===== src/rtl/fd_skid_reg.sv =====
// Elastic fetch/decode pipeline register: two-entry valid/ready buffer with a
// registered IN_READY, flush with NOP insertion and a saturating bubble counter.
module fd_skid_reg #(
    parameter int              XLEN      = 32,
    parameter logic [XLEN-1:0] NOP_INSTR = 32'h00000013,
    parameter int              CNT_W     = 16
) (
    input  logic             CLK,
    input  logic             RST,
    input  logic             FLUSH,
    input  logic             IN_VALID,
    output logic             IN_READY,
    input  logic [XLEN-1:0]  INSTR_F,
    input  logic [XLEN-1:0]  PC_F,
    input  logic [XLEN-1:0]  PCPLUS4_F,
    output logic             OUT_VALID,
    input  logic             OUT_READY,
    output logic [XLEN-1:0]  INSTR_D,
    output logic [XLEN-1:0]  PC_D,
    output logic [XLEN-1:0]  PCPLUS4_D,
    input  logic             CNT_CLR,
    output logic [CNT_W-1:0] BUBBLE_CNT
);

    typedef enum logic [1:0] {
        EMPTY = 2'd0,
        ONE   = 2'd1,
        TWO   = 2'd2
    } state_t;

    typedef struct packed {
        logic [XLEN-1:0] instr;
        logic [XLEN-1:0] pc;
        logic [XLEN-1:0] pcplus4;
    } entry_t;

    localparam entry_t          NOP_ENTRY = {NOP_INSTR, {XLEN{1'b0}}, {XLEN{1'b0}}};
    localparam logic [CNT_W-1:0] CNT_ONE  = {{(CNT_W-1){1'b0}}, 1'b1};
    localparam logic [CNT_W-1:0] CNT_MAX  = {CNT_W{1'b1}};

    state_t           state_q, state_d;
    entry_t           main_q, main_d;
    entry_t           skid_q, skid_d;
    entry_t           in_entry;
    logic             in_fire, out_fire;
    logic [CNT_W-1:0] cnt_q;

    // Handshake flags come straight off the state register, so OUT_READY
    // never reaches IN_READY combinationally.
    assign IN_READY  = (state_q != TWO);
    assign OUT_VALID = (state_q != EMPTY);
    assign in_fire   = IN_VALID & IN_READY;
    assign out_fire  = OUT_VALID & OUT_READY;
    assign in_entry  = '{instr: INSTR_F, pc: PC_F, pcplus4: PCPLUS4_F};

    assign INSTR_D    = main_q.instr;
    assign PC_D       = main_q.pc;
    assign PCPLUS4_D  = main_q.pcplus4;
    assign BUBBLE_CNT = cnt_q;

    always_comb begin
        // NOTE: every output of this block gets a default first, so no path
        // through the case can leave a value unassigned and infer a latch.
        state_d = state_q;
        main_d  = main_q;
        skid_d  = skid_q;
        if (FLUSH) begin
            state_d = EMPTY;
            main_d  = NOP_ENTRY;
            skid_d  = NOP_ENTRY;
        end else begin
            unique case (state_q)
                EMPTY: begin
                    if (in_fire) begin
                        state_d = ONE;
                        main_d  = in_entry;
                    end
                end
                ONE: begin
                    if (in_fire && out_fire) begin
                        main_d = in_entry;
                    end else if (in_fire) begin
                        state_d = TWO;
                        skid_d  = in_entry;
                    end else if (out_fire) begin
                        state_d = EMPTY;
                        main_d  = NOP_ENTRY;
                    end
                end
                TWO: begin
                    if (out_fire) begin
                        state_d = ONE;
                        main_d  = skid_q;
                        skid_d  = NOP_ENTRY;
                    end
                end
                default: begin
                    state_d = EMPTY;
                    main_d  = NOP_ENTRY;
                    skid_d  = NOP_ENTRY;
                end
            endcase
        end
    end

    // NOTE: the data entries are reset too, because the outputs are driven
    // directly from the main entry and must read as a NOP while empty.
    always_ff @(posedge CLK or negedge RST) begin
        if (!RST) begin
            state_q <= EMPTY;
            main_q  <= NOP_ENTRY;
            skid_q  <= NOP_ENTRY;
        end else begin
            state_q <= state_d;
            main_q  <= main_d;
            skid_q  <= skid_d;
        end
    end

    // Bubble counter ignores FLUSH; a clear wins over the increment.
    always_ff @(posedge CLK or negedge RST) begin
        if (!RST) begin
            cnt_q <= '0;
        end else if (CNT_CLR) begin
            cnt_q <= '0;
        end else if ((state_q == EMPTY) && (cnt_q != CNT_MAX)) begin
            cnt_q <= cnt_q + CNT_ONE;
        end
    end

endmodule


===== config.mk =====
export PLATFORM = sky130hd
export DESIGN_NAME = fd_skid_reg
export DESIGN_NICKNAME = d
export VERILOG_FILES = /design/src/rtl/fd_skid_reg.sv
export SDC_FILE = /design/constraint.sdc
export NUM_CORES = 1
export LEC_CHECK = 0
export BUFFER_PORTS_ARGS = -buffer_cell sky130_fd_sc_hd__buf_4
export CORE_MARGIN = 3
export CORE_UTILIZATION = 40
export CTS_CLUSTER_DIAMETER = 150
export DETAILED_ROUTE_END_ITERATION = 16
export PLACE_DENSITY = 0.61
export SLEW_MARGIN = 10
export SYNTH_ARGS = -nofsm -noshare
export SYNTH_HDL_FRONTEND = slang
export SYNTH_SLANG_ARGS = --single-unit
export TNS_END_PERCENT = 10

===== constraint.sdc =====
create_clock -name CLK -period 2.8 [get_ports CLK]
set_input_delay 0.28 -clock CLK [delete_from_list [all_inputs] [get_ports CLK]]
set_output_delay 0.28 -clock CLK [all_outputs]
set_load 0.01 [all_outputs]

==> metrics.md <==
| Metric | Value |
|---|---|
| Run status | completed |
| Core area | 23,900 um2 |
| Max_slew headroom | 0.590 |
| Top FF cell, synth | dfrtp_1 |
| CTS hold repair buffers | 7 |
| Drt pass-1 iters | 4 |
| Area Overhead vs Synth | 27.5% |
| CTS tree | done |
| Initial antenna violation count | 0 |
| Die W | 163 um |
| Synth area leader | dfrtp_1 |
| Via density | 5.25 |
| Seq/Total Area, Yosys | 0.533 |
| Global-route wire length before repair | 40.9 mm |
| Switching share of power | 0.261 |
| RSZ-0062 raised after global routing | no |
| Mapped Nets | 971 |
| Highest Clock Rate | 0.507 GHz |
| GR Util All Layers | 0.188 |
| LEAKAGE | 5.89 nW |
| DIE AREA | 26,600 um2 |
| Switching pwr | 1.95 mW |
| Layout cell share with drive strength beyond 1 | 0.305 |
| Post-Syn Area | 9880 um2 |
| Worst Setup EP | PC_D[3]$_DFFE_PN0P_ |
| Worst R2R End | PC_D[3]$_DFFE_PN0P_ |
| Min-delay src | INSTR_F[14] |
| Final wirelength | 25.4 mm |
| Vias | 7,345 |
| Maxcap violations | 0 |
| Fin util | 0.527 |
| Maximum vdd drop | 328 uV |
| Post-CTS Resized | 0 |
| Final worst path period need | 1.97 ns |
| Hpwl dp | 16.0 mm |
| Grt total ovfl | 0 |
| CP Launch Type | register |
| Hold Slack | 0.0284 ns |
| H-tree depth | 1 |
| Register bit total from synthesis | 210 |
| Fin. max-slew vios | 0 |
| CP Class | register to register |
| Clock buffer count from CTS | 25 |
| Setup bufs post-CTS | 0 |
| Required time of the critical path | 3.18 ns |
| Post-synth ARST share | 1.00 |
| Avg Cell Area, Syn | 11.4 um2 |
| Post-Synthesis Cells | 868 |
| Crit path max fanout | 43 |
| Largest net degree at the start of global routing | 97 |
| Vias in the first global route | 7,342 |
| Starting Density | 0.414 |
| Iteration-0 DRC count of the detailed router | 466 |
| Worst EP arrival | 2.35 ns |
| Input/output buffers | 215 |
| Synth top area cells | dfrtp_1 (52%), mux2i_1 (9.8%), a22oi_1 (7.1%) |
| FF-to-FF Start | state_q[0]$_DFFE_PN0P_ |
| Critical path capture point type | register |
| Worst Hold Class | input port to register |
| N_diodes | 0 |
| Die Y | 163 um |
| Area share of the largest cell type after synthesis | 0.517 |
| Setup-failing EPs final | 0 |
| Seq pwr share | 0.449 |
| Final hold violation count | 0 |
| Synth cell types | 53 |
| Final Skew | 0.00798 ns |
| Worst-Skew Late Latency | 0.50 ns |
| Final ANT Viol Nets | 0 |
| Period utilization | 0.704 |
| FF-to-FF path depth | 5 |
| Clock power share | 0.404 |
| Power share of the combinational group | 0.147 |
| Final-stage net count | 1,166 |
| Power Total | 7.48 mW |
| Setup_tns | 0 ns |
| WL/cell | 18.1 um |
| Root buffer cell | clkbuf_16 |
| YS warnings | 0 |
| # IOs | 216 |
| # DRC | 0 |
| Clk slew on worst S/H paths | 0.06 ns |
| R2r setup slk | 0.83 ns |
| Clk buf depth | 3 |
| Most common cell after layout, fill and taps aside | buf_4 |
| Row count | 56 |
| Slew @ Worst Pin | 0.616 ns |
| Most frequent cells in the layout | buf_4 (225), dfrtp_1 (204), nand2_1 (99), mux2i_1 (97), inv_1 (94) |
| Clk sink count | 210 |
| Pint | 5.53 mW |
| Crit. Startpoint | state_q[0]$_DFFE_PN0P_ |
| Pwr Density | 594 nW/um2 |
| Post-synth EDFFs | 0 |
| GP Congestion | 0.752 |
-- registers in the layout, indices dropped and copies added, names as in the netlist --
name	cells
skid_q	96
PC_D	32
BUBBLE_CNT	16
INSTR_D	32
state_q	2
PCPLUS4_D	32
-- Yosys cell counts (7+ instances only) --
master,instances
nand3_1,7
nand2_1,99
buf_6,10
mux2_1,8
o2bb2ai_1,53
a21oi_1,8
o2bb2ai_2,40
clkbuf_1,31
buf_4,11
dfrtp_1,204
nor2_1,15
a22oi_1,93
inv_1,94
buf_2,21
mux2i_1,97
-- critical path, stage by stage, from the launching register on --
cell,delay [ns]
dfrtp_1,0.58
mux2i_1,0.28
o22ai_1,0.15
nand2b_4,0.40
buf_12,0.31
o2bb2ai_1,0.10
-- area by class of cell --
type | count | area [um2]
well taps | 319 | 399
fillers | 2103 | 11300
multi-input cells | 488 | 3870
inverters | 97 | 364
flip-flops and latches | 210 | 5260
repair buffers | 241 | 1930
clock inverters | 3 | 18.8
clock buffers | 41 | 746
-- through the flow --
step	instances	setup WS (ns)	cell area (um2)
finish	1399	0.828	12600
global route	1399	0.688	12600
CTS	1399	0.816	12600
detailed placement	1348	0.810	11800
global placement	1348	0.867	11800
floorplan	868	0.970	9880
-- power groups by stage --
stage                     sequential, mW  clock [mW]  combinational (mW)
after floorplan                     3.43           0               0.545
after global placement              3.41           0                1.10
after detailed placement            3.40           0                1.12
after CTS                           3.36        3.11                1.13
after global routing                3.38        3.24                1.21
final                               3.36        3.02                1.10
-- worst min path at each step --
stage	end	slack [ns]	depth (start not counted)
after detailed placement	BUBBLE_CNT[14]$_DFFE_PN0P_	0.32	1
after global placement	BUBBLE_CNT[13]$_DFFE_PN0P_	0.32	1
final	skid_q[78]$_DFFE_PN0P_	0.03	3
after global routing	skid_q[5]$_DFFE_PN0P_	0.01	3
after CTS	skid_q[54]$_DFFE_PN0P_	0.00006	3
after floorplan	BUBBLE_CNT[0]$_DFFE_PN0P_	-0.02	0
-- kinds of logic after synthesis --
| kind of cell | count (synthesis) | synth area share |
|---|---|---|
| buffers and inverters | 170 | 0.0790 |
| adders and majority gates | 1 | 0.00127 |
| muxes | 105 | 0.107 |
| AOI/OAI and AO/OA | 219 | 0.201 |
| and+or+nand+nor | 163 | 0.0783 |
| DFF | 210 | 0.533 |
-- routing by layer --
metal | vias to the layer above | wire length [um] | global-route usage | share of wire
met5 | - | 0 | 0 | 0
met4 | 0 | 610 | 0.0488 | 0.024
met3 | 37 | 1310 | 0.0355 | 0.052
met2 | 192 | 11500 | 0.287 | 0.45
met1 | 3654 | 12000 | 0.278 | 0.47
li1 | 3462 | - | - | -
No activity file was read; power rests on OpenSTA's default activity.
